$ cat src/rtl/tartaruga_pkg.sv
// Shared types and constants for the tartaruga memory subsystem.
package tartaruga_pkg;

  localparam int unsigned LINE_OFFSET_BITS = 4;

  typedef logic [127:0] line_t;

  typedef enum logic {ARB_IC, ARB_DC} arb_owner_e;

  typedef enum logic [1:0] {ARB_IDLE, ARB_REQ, ARB_WAIT} arb_state_e;

endpackage

$ cat src/rtl/rr_arbiter2.sv
// Two-requester round-robin arbiter; bit 0 = icache, bit 1 = dcache, one-hot grant.
module rr_arbiter2
  import tartaruga_pkg::*;
(
  input  logic       [1:0] req_i,
  input  arb_owner_e       last_grant_i,
  output logic       [1:0] gnt_o
);

  always_comb begin
    gnt_o = 2'b00;
    unique case (req_i)
      2'b01:   gnt_o = 2'b01;
      2'b10:   gnt_o = 2'b10;
      // Tie: favour whoever was not served last.
      2'b11:   gnt_o = (last_grant_i == ARB_DC) ? 2'b01 : 2'b10;
      default: gnt_o = 2'b00;
    endcase
  end

endmodule

$ cat src/rtl/line_mem_arbiter.sv
// Shares one line-granular memory port between icache and dcache refill/writeback,
// one transaction outstanding, with a sticky response-timeout flag.
module line_mem_arbiter
  import tartaruga_pkg::*;
#(
  parameter int unsigned ADDR_W      = 32,
  parameter int unsigned LINE_W      = 128,
  parameter int unsigned TIMEOUT_CYC = 256
) (
  input  logic              clk_i,
  input  logic              rst_i,
  input  logic              ic_req_valid_i,
  output logic              ic_req_ready_o,
  input  logic [ADDR_W-1:0] ic_addr_i,
  output logic              ic_rsp_valid_o,
  input  logic              ic_rsp_ready_i,
  output logic [ADDR_W-1:0] ic_rsp_addr_o,
  output logic [LINE_W-1:0] ic_rsp_line_o,
  input  logic              dc_req_valid_i,
  output logic              dc_req_ready_o,
  input  logic [ADDR_W-1:0] dc_addr_i,
  input  logic              dc_we_i,
  input  logic [LINE_W-1:0] dc_wdata_i,
  output logic              dc_rsp_valid_o,
  input  logic              dc_rsp_ready_i,
  output logic [ADDR_W-1:0] dc_rsp_addr_o,
  output logic [LINE_W-1:0] dc_rsp_line_o,
  output logic              mem_req_valid_o,
  input  logic              mem_req_ready_i,
  output logic [ADDR_W-1:0] mem_addr_o,
  output logic              mem_we_o,
  output logic [LINE_W-1:0] mem_wdata_o,
  input  logic              mem_rsp_valid_i,
  output logic              mem_rsp_ready_o,
  input  logic [ADDR_W-1:0] mem_rsp_addr_i,
  input  logic [LINE_W-1:0] mem_rsp_line_i,
  output logic              busy_o,
  output logic              timeout_o
);

  localparam int unsigned CntW = $clog2(TIMEOUT_CYC + 1);
  localparam logic [ADDR_W-1:0] OffMask = ADDR_W'((1 << LINE_OFFSET_BITS) - 1);
  localparam logic [CntW-1:0] CntMax = CntW'(TIMEOUT_CYC);

  arb_state_e        state_q;
  arb_owner_e        owner_q, last_grant_q;
  logic [ADDR_W-1:0] addr_q;
  logic              we_q;
  logic [LINE_W-1:0] wdata_q;
  logic [CntW-1:0]   cnt_q, cnt_inc;
  logic              timeout_q, timeout_hit;
  logic [1:0]        gnt;
  logic              is_idle, in_wait, own_ic, own_dc, req_hs, rsp_hs, win_dc;

  rr_arbiter2 u_rr (
    .req_i        ({dc_req_valid_i, ic_req_valid_i}),
    .last_grant_i (last_grant_q),
    .gnt_o        (gnt)
  );

  always_comb begin
    is_idle = (state_q == ARB_IDLE);
    in_wait = (state_q == ARB_WAIT);
    own_ic  = in_wait && (owner_q == ARB_IC);
    own_dc  = in_wait && (owner_q == ARB_DC);
    win_dc  = gnt[1];

    ic_req_ready_o = is_idle && gnt[0];
    dc_req_ready_o = is_idle && gnt[1];
    req_hs = (ic_req_valid_i && ic_req_ready_o) || (dc_req_valid_i && dc_req_ready_o);

    ic_rsp_valid_o  = own_ic && mem_rsp_valid_i;
    dc_rsp_valid_o  = own_dc && mem_rsp_valid_i;
    ic_rsp_addr_o   = own_ic ? mem_rsp_addr_i : '0;
    ic_rsp_line_o   = own_ic ? mem_rsp_line_i : '0;
    dc_rsp_addr_o   = own_dc ? mem_rsp_addr_i : '0;
    dc_rsp_line_o   = own_dc ? mem_rsp_line_i : '0;
    mem_rsp_ready_o = (own_ic && ic_rsp_ready_i) || (own_dc && dc_rsp_ready_i);
    rsp_hs = mem_rsp_valid_i && mem_rsp_ready_o;

    mem_req_valid_o = (state_q == ARB_REQ);
    mem_addr_o      = addr_q;
    mem_we_o        = we_q;
    mem_wdata_o     = wdata_q;
    busy_o          = !is_idle;

    // Counting the current cycle lets the flag rise in the TIMEOUT_CYC-th busy cycle.
    cnt_inc     = (cnt_q == CntMax) ? cnt_q : cnt_q + 1'b1;
    timeout_hit = busy_o && (cnt_inc == CntMax);
    timeout_o   = timeout_q || timeout_hit;
  end

  always_ff @(posedge clk_i or posedge rst_i) begin
    if (rst_i) begin
      state_q      <= ARB_IDLE;
      owner_q      <= ARB_IC;
      last_grant_q <= ARB_DC;
      addr_q       <= '0;
      we_q         <= 1'b0;
      wdata_q      <= '0;
      cnt_q        <= '0;
      timeout_q    <= 1'b0;
    end else begin
      if (timeout_hit) timeout_q <= 1'b1;
      unique case (state_q)
        ARB_IDLE: begin
          if (req_hs) begin
            owner_q <= win_dc ? ARB_DC : ARB_IC;
            addr_q  <= (win_dc ? dc_addr_i : ic_addr_i) & ~OffMask;
            we_q    <= win_dc && dc_we_i;
            wdata_q <= win_dc ? dc_wdata_i : '0;
            cnt_q   <= '0;
            state_q <= ARB_REQ;
          end
        end
        ARB_REQ: begin
          cnt_q <= cnt_inc;
          if (mem_req_ready_i) state_q <= ARB_WAIT;
        end
        ARB_WAIT: begin
          cnt_q <= cnt_inc;
          if (rsp_hs) begin
            state_q      <= ARB_IDLE;
            last_grant_q <= owner_q;
          end
        end
        default: state_q <= ARB_IDLE;
      endcase
    end
  end

endmodule
$ cat config.mk
export PLATFORM = sky130hd
export DESIGN_NAME = line_mem_arbiter
export DESIGN_NICKNAME = d
export VERILOG_FILES = /design/src/rtl/tartaruga_pkg.sv /design/src/rtl/rr_arbiter2.sv /design/src/rtl/line_mem_arbiter.sv
export SDC_FILE = /design/constraint.sdc
export NUM_CORES = 1
export LEC_CHECK = 0
export ABC_AREA = 1
export CORE_AREA = 2 2 332 334
export DETAILED_ROUTE_END_ITERATION = 12
export DIE_AREA = 0 0 334 336
export PLACE_DENSITY = 0.31
export SLEW_MARGIN = 20
export SYNTH_ARGS = -nofsm -noshare
export SYNTH_HDL_FRONTEND = slang
export SYNTH_HIERARCHICAL = 1
export SYNTH_SLANG_ARGS = --single-unit
$ cat constraint.sdc
create_clock -name clk_i -period 6.45 [get_ports clk_i]
set_input_delay 1.29 -clock clk_i [delete_from_list [all_inputs] [get_ports clk_i]]
set_output_delay 1.29 -clock clk_i [all_outputs]
set_load 0.05 [all_outputs]
==> impl_metrics.json, run 1 <==
{
  "synth_area_per_cell_sq_um": 6.73,
  "postCtsSetupRepairBufs": 0,
  "wirelength_um": 71100,
  "fin_skew_ns": 0.0142,
  "die_y_um": 336,
  "synthArstFlopShare": 1.00,
  "end_kind": "output port",
  "r2r-start": "state_q[0]$_DFFE_PP0P_",
  "worst_ep_arrival_time_ns": 3.64,
  "postPlaceCellArea_sq_um": 19200,
  "cts_max_path_buffers": 2,
  "synth_top_family_by_area": "simple AND/OR/NAND/NOR gates",
  "finalInstanceArea_sq_um": 19800,
  "cp-start-kind": "register",
  "rows": 121,
  "grt_max_degree": 100,
  "worstMarginPinSlew_ns": 0.939,
  "seqCellArea_sq_um": 4280,
  "min_period_ns": 4.93,
  "synth_commonest_cells": "nand2_1 (363), nor2_1 (333), inv_1 (206)",
  "finalSetupTns_ns": 0,
  "slew_headroom": 0.374,
  "synth_ff_type": "dfrtp_1",
  "hold_path.class": "reg2reg",
  "first_pass_iters": 4,
  "start_util": 0.0868,
  "cts_htree_levels": 4,
  "pre_cts_ws_ns": 1.93,
  "ys_seq_area_frac": 0.455,
  "die_width_um": 334,
  "nNetsFinal": 2543,
  "synth_area_sq_um": 9410,
  "required_ns": 5.16,
  "cp_slowest_cell": "clkdlybuf4s50_1",
  "grt_overflow_total": 0,
  "power_mw": 9.08,
  "antenna_found_initial": 19,
  "clock_latency_ns": 0.50,
  "clkSinkCount": 171,
  "gp_congestion": 0.924,
  "drt_iter0_drc": 539,
  "postCtsHoldBufs": 0,
  "cp_max_fo": 79,
  "synth-simple-area-share": 0.356,
  "path_buf_inv": 3,
  "synthCells": 1397,
  "cts_buffers": 17,
  "drv_slew": 0,
  "yosysUniqueCellTypes": 26,
  "cts_resized": 0,
  "root_buffer": "clkbuf_16",
  "hpwl_um": 58600,
  "rsz0062_at_grt": "no",
  "io_pins": 850,
  "ys_warn_count": 6,
  "synthAdderAreaFrac": 0.00798,
  "synth.mux.area_fraction": 0,
  "synth-edff-count": 0,
  "dieArea_sq_um": 112000,
  "drive_gt1_frac": 0.0261,
  "cts_tree": "done",
  "synth_top_area_frac": 0.452,
  "clk_pin_slew_worst_paths_ns": 0.07,
  "outcome": "completed",
  "grt_pass1_wl_um": 96900,
  "ys_top_cells_by_area": "dfrtp_1 (45%), nand2_1 (14%), nor2_1 (13%)",
  "first_global_vias": 12300,
  "num_vias": 11800,
  "wl_per_cell_um": 19.7,
  "grt_use_total": 0.123,
  "finalHoldViolCount": 0,
  "drv_cap": 0,
  "critical-path-top-delay-family": "buffers and inverters",
  "crit_path_start": "state_q[0]$_DFFE_PP0P_",
  "ys_ff_latch": 171,
  "critical_path.cell_chain": "inv_1 -> ha_1 -> nand2_4 -> buf_4 -> nor2_1 -> clkdlybuf4s50_1",
  "ant_nets": 0,
  "hp-start": "timeout_q$_DFFE_PP0P_",
  "syn_to_final_growth_pct": 110,
  "synth_compound_area_frac": 0.0399,
  "fillCellCount": 12200,
  "setup_viol": 0,
  "fin_crit_sh": 0.764,
  "powerDensity_nw_per_um2": 459,
  "timing.hold.ws_ns": 0.451,
  "port_buffers": 837,
  "core_region_area_sq_um": 108000,
  "viasPerCell": 3.27,
  "p_leak_nw": 8.99,
  "cp_slowest_stage_delay_ns": 0.77,
  "crit_type": "reg2out",
  "max_clock_freq_ghz": 0.203,
  "multi_input_area_sq_um": 3860,
  "ir_drop_v": 0.000281,
  "layout_setup_ws_ns": 1.52,
  "synth-xor-area-share": 0.00279,
  "drc": 0,
  "yosysTopAreaCell": "dfrtp_1",
  "yosysMostFrequentCell": "nand2_1"
}
==> stage by stage <==
| stage | instances | util |
|---|---|---|
| global route | 3603 | 0.183 |
| global placement | 3571 | 0.177 |
| floorplan | 1400 | - |
| CTS | 3601 | 0.183 |
| finish | 3603 | 0.183 |
| detailed placement | 3571 | 0.177 |
==> kinds of logic after synthesis <==
family,count (synthesis)
buffers and inverters,303
AOI/OAI and AO/OA,73
DFF,171
other,1
adders and majority gates,6
and+or+nand+nor,840
xor gates and xnor gates,3
==> cells in the final DEF (no fill, tap or decap), drive strengths merged <==
| cell type | count |
|---|---|
| a21oi | 2 |
| a22oi | 1 |
| buf | 13 |
| bufinv | 2 |
| clkbuf | 18 |
| clkdlybuf4s50 | 837 |
| clkinv | 2 |
| clkinvlp | 3 |
| conb | 4 |
| dfrtp | 170 |
| dfstp | 1 |
| diode | 2 |
| ha | 6 |
| inv | 215 |
| nand2 | 367 |
| nand3 | 139 |
| nand4 | 1 |
| nor2 | 333 |
| o21ai | 68 |
| o22ai | 2 |
| xnor2 | 1 |
| xor2 | 2 |
==> state kept, by name, indices dropped and copies added, names as in the netlist <==
signal	count
cnt_q	9
last_grant_q	1
mem_addr_o	28
mem_wdata_o	128
mem_we_o	1
owner_q	1
state_q	2
timeout_q	1
==> worst reg2reg max path: stages, from the launching register on <==
cell and delay (ns):
dfrtp_1 0.39, inv_1 0.09, ha_1 0.32, nand2_1 0.12, inv_2 0.05, nand2_2 0.07
nand2_4 0.36, inv_6 0.71, buf_12 0.41, nand2_1 0.33, nand2_1 0.10
==> layer usage <==
metal  vias up  share of wire  GRT usage  wire [um]
li1       5695              -          -          -
met5         -         0.0011          0         81
met4        12          0.022     0.0374       1600
met2       509           0.53      0.230      37500
met3        72          0.090     0.0500       6420
met1      5499           0.36      0.124      25500
==> final timing paths <==
kind	to	slack (ns)	depth (start not counted)
max	ic_rsp_line_o[124]	1.52	6
min	timeout_q$_DFFE_PP0P_	0.45	2
max reg2reg	mem_wdata_o[120]$_DFFE_PP0P_	3.47	10
min reg2reg	timeout_q$_DFFE_PP0P_	0.45	2
max in group asynchronous	mem_addr_o[17]$_DFFE_PP0P_	4.12	3
min in group asynchronous	mem_wdata_o[54]$_DFFE_PP0P_	1.29	2
==> cell type report <==
cell class              count  share of cell area
repair buffers            850               0.429
flip-flops and latches    171               0.216
multi-input cells         926               0.195
well taps                1414              0.0894
inverters                 210              0.0404
clock buffers              18              0.0222
clock inverters            12             0.00702
diodes                      2            0.000253
==> report_power, final <==
part / switching (mW) / total [mW] / leakage, nW / internal (mW)
clock network: 0.517 / 1.10 / 0.277 / 0.581
logic: 4.29 / 6.09 / 6.49 / 1.80
registers: 0.307 / 1.89 / 2.23 / 1.58
Power figures use the tool's default switching activity.
==> run 2, diff against run 1 <==
--- a/config.mk
+++ b/config.mk
@@ -6,10 +6,10 @@
 export NUM_CORES = 1
 export LEC_CHECK = 0
 export ABC_AREA = 1
-export CORE_AREA = 2 2 332 334
+export CORE_AREA = 2 2 329 331
 export DETAILED_ROUTE_END_ITERATION = 12
-export DIE_AREA = 0 0 334 336
-export PLACE_DENSITY = 0.31
+export DIE_AREA = 0 0 331 333
+export PLACE_DENSITY = 0.32
 export SLEW_MARGIN = 20
 export SYNTH_ARGS = -nofsm -noshare
 export SYNTH_HDL_FRONTEND = slang
==> constraint.sdc (replaced) <==
create_clock -name clk_i -period 4.3 [get_ports clk_i]
set_input_delay 0.86 -clock clk_i [delete_from_list [all_inputs] [get_ports clk_i]]
set_output_delay 0.86 -clock clk_i [all_outputs]
set_load 0.05 [all_outputs]
==> run 2 against run 1 <==
Against the previous run:
- sequential power up 49%
- via count up 1.2%
- first-iteration DRC count down 5.8%
- sequential share of layout area about the same
- die area down 1.8%
- register-to-register slack worse by 1.7 ns
- final area about the same
- highest routed layer unchanged
- worst setup slack worse by 1.2 ns
- non-clock buffer count up 10
==> impl_metrics.json, run 2 (synthesized netlist as in run 1, its figures left out) <==
{
  "outcome": "completed",
  "finalInstanceArea_sq_um": 19800,
  "antenna_found_initial": 26,
  "start_util": 0.0882,
  "cp_max_fo": 128,
  "worstMarginPinSlew_ns": 0.946,
  "critical-path-top-delay-family": "buffers and inverters",
  "fin_skew_ns": 0.00827,
  "grt_pass1_wl_um": 97300,
  "postCtsSetupRepairBufs": 0,
  "drc": 0,
  "cts_htree_levels": 4,
  "cp_slowest_cell": "clkdlybuf4s50_1",
  "gp_congestion": 0.838,
  "grt_overflow_total": 0,
  "port_buffers": 837,
  "final_util": 0.186,
  "worst-r2r-cell-count": 10,
  "cp_slowest_stage_delay_ns": 0.85,
  "end_kind": "output port",
  "wl_per_cell_um": 20.1,
  "fin_crit_sh": 0.936,
  "largest_register_ff_count": 128,
  "cp-start-kind": "register",
  "first_pass_iters": 5,
  "nNetsFinal": 2553,
  "max_clock_freq_ghz": 0.249,
  "postCtsHoldBufs": 0,
  "dp_cells": 3570,
  "r2r-start": "state_q[0]$_DFFE_PP0P_",
  "ir_drop_v": 0.000510,
  "finalHoldViolCount": 0,
  "worst-r2r-setup-slack_ns": 1.74,
  "cts_tree": "done",
  "drv_cap": 0,
  "worst_ep_arrival_time_ns": 3.16,
  "p_leak_nw": 9.12,
  "die_y_um": 333,
  "clock_latency_ns": 0.49,
  "drt_iter0_drc": 508,
  "hpwl_um": 60600,
  "cts_max_path_buffers": 2,
  "syn_to_final_growth_pct": 111,
  "path_buf_inv": 3,
  "grt_use_total": 0.127,
  "final_cell_mix": "clkdlybuf4s50_1 (795), nand2_1 (361), nor2_1 (333)",
  "powerDensity_nw_per_um2": 687,
  "wirelength_um": 72400,
  "hp-start": "timeout_q$_DFFE_PP0P_",
  "whs_endpoint": "timeout_q$_DFFE_PP0P_",
  "dieArea_sq_um": 110000,
  "timing.hold.ws_ns": 0.449,
  "viasPerCell": 3.30,
  "core_region_area_sq_um": 107000,
  "rsz0062_at_grt": "no",
  "layoutNonFillerInstCount": 3609,
  "min_period_ns": 4.02,
  "drv_slew": 0,
  "grt_max_degree": 152,
  "final_common_cell": "clkdlybuf4s50_1",
  "clk_pin_slew_worst_paths_ns": 0.07,
  "finalSetupTns_ns": 0,
  "critical_path.cell_chain": "inv_1 -> ha_1 -> nand2_4 -> buf_12 -> nor2_1 -> clkdlybuf4s50_1",
  "reg2reg_to": "mem_wdata_o[45]$_DFFE_PP0P_",
  "num_vias": 11900,
  "root_buffer": "clkbuf_16",
  "postPlaceCellArea_sq_um": 19200,
  "setup_viol": 0,
  "drive_gt1_frac": 0.0491,
  "first_global_vias": 12400,
  "rows": 120,
  "die_width_um": 331,
  "holdPathStages": 2,
  "cts_buffers": 17,
  "slew_headroom": 0.370,
  "ant_nets": 0,
  "io_pins": 850,
  "required_ns": 3.44,
  "clkSinkCount": 171,
  "crit_type": "reg2out",
  "cts_resized": 0,
  "hold_path.class": "reg2reg"
}
==> run 2: changes by cell type in the layout (fill, tap and decap cells not counted), sizes merged, moves of 3 or more <==
cell / before / now
buf: 13 / 65
clkdlybuf4s50: 837 / 795
diode: 2 / 8
inv: 215 / 210
clkinvlp: 3 / 7
clkbuf: 18 / 21
==> run 2: tightest hold or removal path, delay by kind of cell, from the launching register on <==
kind / cells / cell delay (ns)
flip-flops: 1 / 0.32
buffers and inverters: 1 / 0.04
AND/OR/NAND/NOR: 1 / 0.05
==> run 2: stage by stage <==
stage / power (mW) / setup slack (ns)
2_1_floorplan: 8.54 / 1.26
3_3_place_gp: 12.2 / 0.671
3_5_place_dp: 12.2 / 0.652
4_1_cts: 13.9 / 0.278
5_1_grt: 14.4 / 0.161
6_report: 13.6 / 0.277
==> run 2: final cells by class <==
cell class	count	area (sq um)
sequential	171	4280
antenna	8	20.0
clock buffer	21	460
tap	1403	1760
clock inverter	10	93.8
inverter	210	797
timing repair buffer	860	8530
fill	12100	86800
multi-input combinational	926	3870
==> run 2: per-layer routing <==
layer / wire [um] / GRT usage / vias up
li1: - / - / 5721
met1: 25400 / 0.126 / 5585
met2: 37600 / 0.232 / 530
met3: 7110 / 0.0523 / 71
met4: 2110 / 0.0527 / 18
met5: 130 / 0 / -
==> run 2: worst max path at each step <==
stage,startpoint,end,slack [ns],depth (start not counted)
6_report,state_q[0]$_DFFE_PP0P_,dc_rsp_line_o[39],0.28,6
5_1_grt,state_q[0]$_DFFE_PP0P_,ic_rsp_line_o[11],0.16,6
4_1_cts,state_q[0]$_DFFE_PP0P_,ic_rsp_line_o[7],0.28,6
3_5_place_dp,mem_rsp_addr_i[0],ic_rsp_addr_o[0],0.65,4
3_3_place_gp,mem_rsp_addr_i[0],ic_rsp_addr_o[0],0.67,4
2_1_floorplan,rst_i,cnt_q[0]$_DFFE_PP0P_,1.26,1
==> run 2: where the power goes <==
| group | total (mW) | internal [mW] | switching (mW) |
|---|---|---|---|
| logic | 9.23 | 2.75 | 6.48 |
| clock network | 1.56 | 0.821 | 0.739 |
| registers | 2.82 | 2.38 | 0.439 |
| total | 13.6 | 5.95 | 7.66 |
==> run 3, diff against run 2 <==
--- a/config.mk
+++ b/config.mk
@@ -7,6 +7,7 @@
 export LEC_CHECK = 0
 export ABC_AREA = 1
 export CORE_AREA = 2 2 329 331
+export CTS_BUF_LIST = sky130_fd_sc_hd__clkbuf_4 sky130_fd_sc_hd__clkbuf_8
 export DETAILED_ROUTE_END_ITERATION = 12
 export DIE_AREA = 0 0 331 333
 export PLACE_DENSITY = 0.32
==> run 3 against run 2 <==
Against the previous run:
- fmax shrank 2.4%
- critical endpoint unchanged
- highest routed layer unchanged
- global-route usage is essentially flat
- combinational power is essentially flat
- sequential share of layout area grew 0.20 points
- non-clock buffer count is the same
- worst setup slack lost 0.099 ns
- cell count is the same
- clock skew grew 0.0045 ns
- sequential power is essentially flat
- wire length is essentially flat
- via count is essentially flat
- utilization shrank 0.17 points
==> impl_metrics.json, run 3 (synthesized netlist as in run 1, its figures left out) <==
{
  "clk_pin_slew_worst_paths_ns": 0.09,
  "pwr-share-seq": 0.213,
  "postPlaceCellArea_sq_um": 19200,
  "antenna_found_initial": 26,
  "dieArea_sq_um": 110000,
  "powerDensity_nw_per_um2": 674,
  "layout_setup_ws_ns": 0.178,
  "p_sw_frac": 0.576,
  "holdPathStages": 2,
  "final_common_cell": "clkdlybuf4s50_1",
  "cp_slowest_stage_delay_ns": 0.86,
  "drc": 0,
  "clkPwrFrac": 0.090,
  "crit_type": "reg2out",
  "timing.hold.ws_ns": 0.455,
  "rows": 120,
  "postCtsHoldBufs": 0,
  "cp-start-kind": "register",
  "busiest_layer": "met2",
  "syn_to_final_growth_pct": 109,
  "clkSinkCount": 171,
  "whs_endpoint": "timeout_q$_DFFE_PP0P_",
  "p_sw_mw": 7.62,
  "wirelength_um": 72400,
  "viasPerCell": 3.31,
  "drv_cap": 0,
  "first_pass_iters": 5,
  "required_ns": 3.44,
  "r2r-start": "state_q[0]$_DFFE_PP0P_",
  "finalSetupTns_ns": 0,
  "finalInstanceArea_sq_um": 19600,
  "drt_iter0_drc": 482,
  "setup_viol": 0,
  "groute.layer.met1.usage": 0.126,
  "hpwl_um": 60600,
  "first_global_vias": 12400,
  "drive_gt1_frac": 0.0500,
  "ant_nets": 0,
  "hp-start": "timeout_q$_DFFE_PP0P_",
  "grt.met2_usage": 0.232,
  "core_region_area_sq_um": 107000,
  "critical_path.cell_chain": "inv_1 -> ha_1 -> nand2_4 -> buf_12 -> nor2_1 -> clkdlybuf4s50_1",
  "cts_max_path_buffers": 2,
  "cp_max_fo": 128,
  "slew_headroom": 0.370,
  "clock_latency_ns": 0.56,
  "die_y_um": 333,
  "end_kind": "output port",
  "finalHoldViolCount": 0,
  "cts_buffers": 17,
  "grt_overflow_total": 0,
  "grt_pass1_wl_um": 97200,
  "nNetsFinal": 2553,
  "max_clock_freq_ghz": 0.243,
  "pre_cts_ws_ns": 0.652,
  "wl_per_cell_um": 20.1,
  "critical-path-top-delay-family": "buffers and inverters",
  "internal-power_mw": 5.62,
  "postCtsSetupRepairBufs": 0,
  "rsz0062_at_grt": "no",
  "worst-r2r-setup-slack_ns": 1.74,
  "cp_slowest_cell": "clkdlybuf4s50_1",
  "worstMarginPinSlew_ns": 0.945,
  "start_util": 0.0882,
  "grt_util_met3": 0.0542,
  "grt_max_degree": 152,
  "hold_path.class": "reg2reg",
  "gp_congestion": 0.838,
  "cts_htree_levels": 4,
  "ir_drop_v": 0.000446,
  "worst_ep_arrival_time_ns": 3.26,
  "p_leak_nw": 9.04,
  "largest_register_ff_count": 128,
  "die_width_um": 331,
  "worst-r2r-cell-count": 10,
  "power_frac_comb": 0.698,
  "reg2reg_to": "mem_wdata_o[81]$_DFFE_PP0P_",
  "drv_slew": 0,
  "port_buffers": 837,
  "cts_resized": 0,
  "fin_crit_sh": 0.959,
  "num_vias": 11900,
  "grt_use_total": 0.127,
  "io_pins": 850,
  "min_period_ns": 4.12,
  "root_buffer": "clkbuf_8",
  "fin_skew_ns": 0.0127,
  "cp.depth": 6,
  "outcome": "completed",
  "final_cell_mix": "clkdlybuf4s50_1 (795), nand2_1 (361), nor2_1 (333)",
  "cts_tree": "done",
  "path_buf_inv": 3
}
## run 3: cell count changes in the layout (fill, tap and decap cells not counted)
cell | before | now
clkbuf_4 | 0 | 2
clkbuf_1 | 2 | 0
clkbuf_16 | 17 | 0
clkbuf_8 | 2 | 19
## run 3: worst register-to-register path, cell delays in order, from the launching register on
cell	delay, ns
dfrtp_1	0.38
inv_1	0.08
ha_1	0.35
nand2_1	0.13
inv_2	0.05
nand2_2	0.11
nand2_8	0.19
inv_6	0.53
buf_4	0.50
nand2_1	0.10
nand2_1	0.09
## run 3: cell type report
| type | instances | area [sq um] |
|---|---|---|
| Tap cell | 1403 | 1760 |
| Fill cell | 12100 | 87000 |
| Clock inverter | 10 | 93.8 |
| Sequential cell | 171 | 4280 |
| Inverter | 210 | 797 |
| Clock buffer | 21 | 277 |
| Timing Repair Buffer | 860 | 8530 |
| Multi-Input combinational cell | 926 | 3870 |
| Antenna cell | 8 | 20.0 |
## run 3: per-layer routing
layer / vias to the layer above / share of wire / routed length (um)
met5: - / 0.0017 / 125
met4: 18 / 0.027 / 1990
met3: 72 / 0.099 / 7200
met2: 533 / 0.52 / 37700
met1: 5592 / 0.35 / 25400
li1: 5715 / - / -
## run 3: metrics by stage
stage / std cells / power, mW / util
after global routing: 3608 / 14.0 / 0.184
after detailed placement: 3570 / 12.2 / 0.180
after global placement: 3570 / 12.2 / 0.180
after CTS: 3601 / 13.5 / 0.184
final: 3609 / 13.2 / 0.184
after floorplan: 1400 / 8.54 / -
## run 3: worst max-delay path by stage
stage | from | to | slack (ns)
after floorplan | rst_i | cnt_q[0]$_DFFE_PP0P_ | 1.26
after global placement | mem_rsp_addr_i[0] | ic_rsp_addr_o[0] | 0.67
after detailed placement | mem_rsp_addr_i[0] | ic_rsp_addr_o[0] | 0.65
after CTS | state_q[0]$_DFFE_PP0P_ | ic_rsp_line_o[7] | 0.17
after global routing | state_q[0]$_DFFE_PP0P_ | ic_rsp_line_o[11] | 0.06
final | state_q[0]$_DFFE_PP0P_ | dc_rsp_line_o[39] | 0.18
## run 3: power groups by stage
| stage | sequential [mW] | combinational (mW) | clock [mW] |
|---|---|---|---|
| after floorplan | 5.37 | 3.17 | 0 |
| after global placement | 2.82 | 9.39 | 0 |
| after detailed placement | 2.82 | 9.38 | 0 |
| after CTS | 2.82 | 9.40 | 1.29 |
| after global routing | 2.92 | 9.77 | 1.32 |
| final | 2.81 | 9.23 | 1.19 |
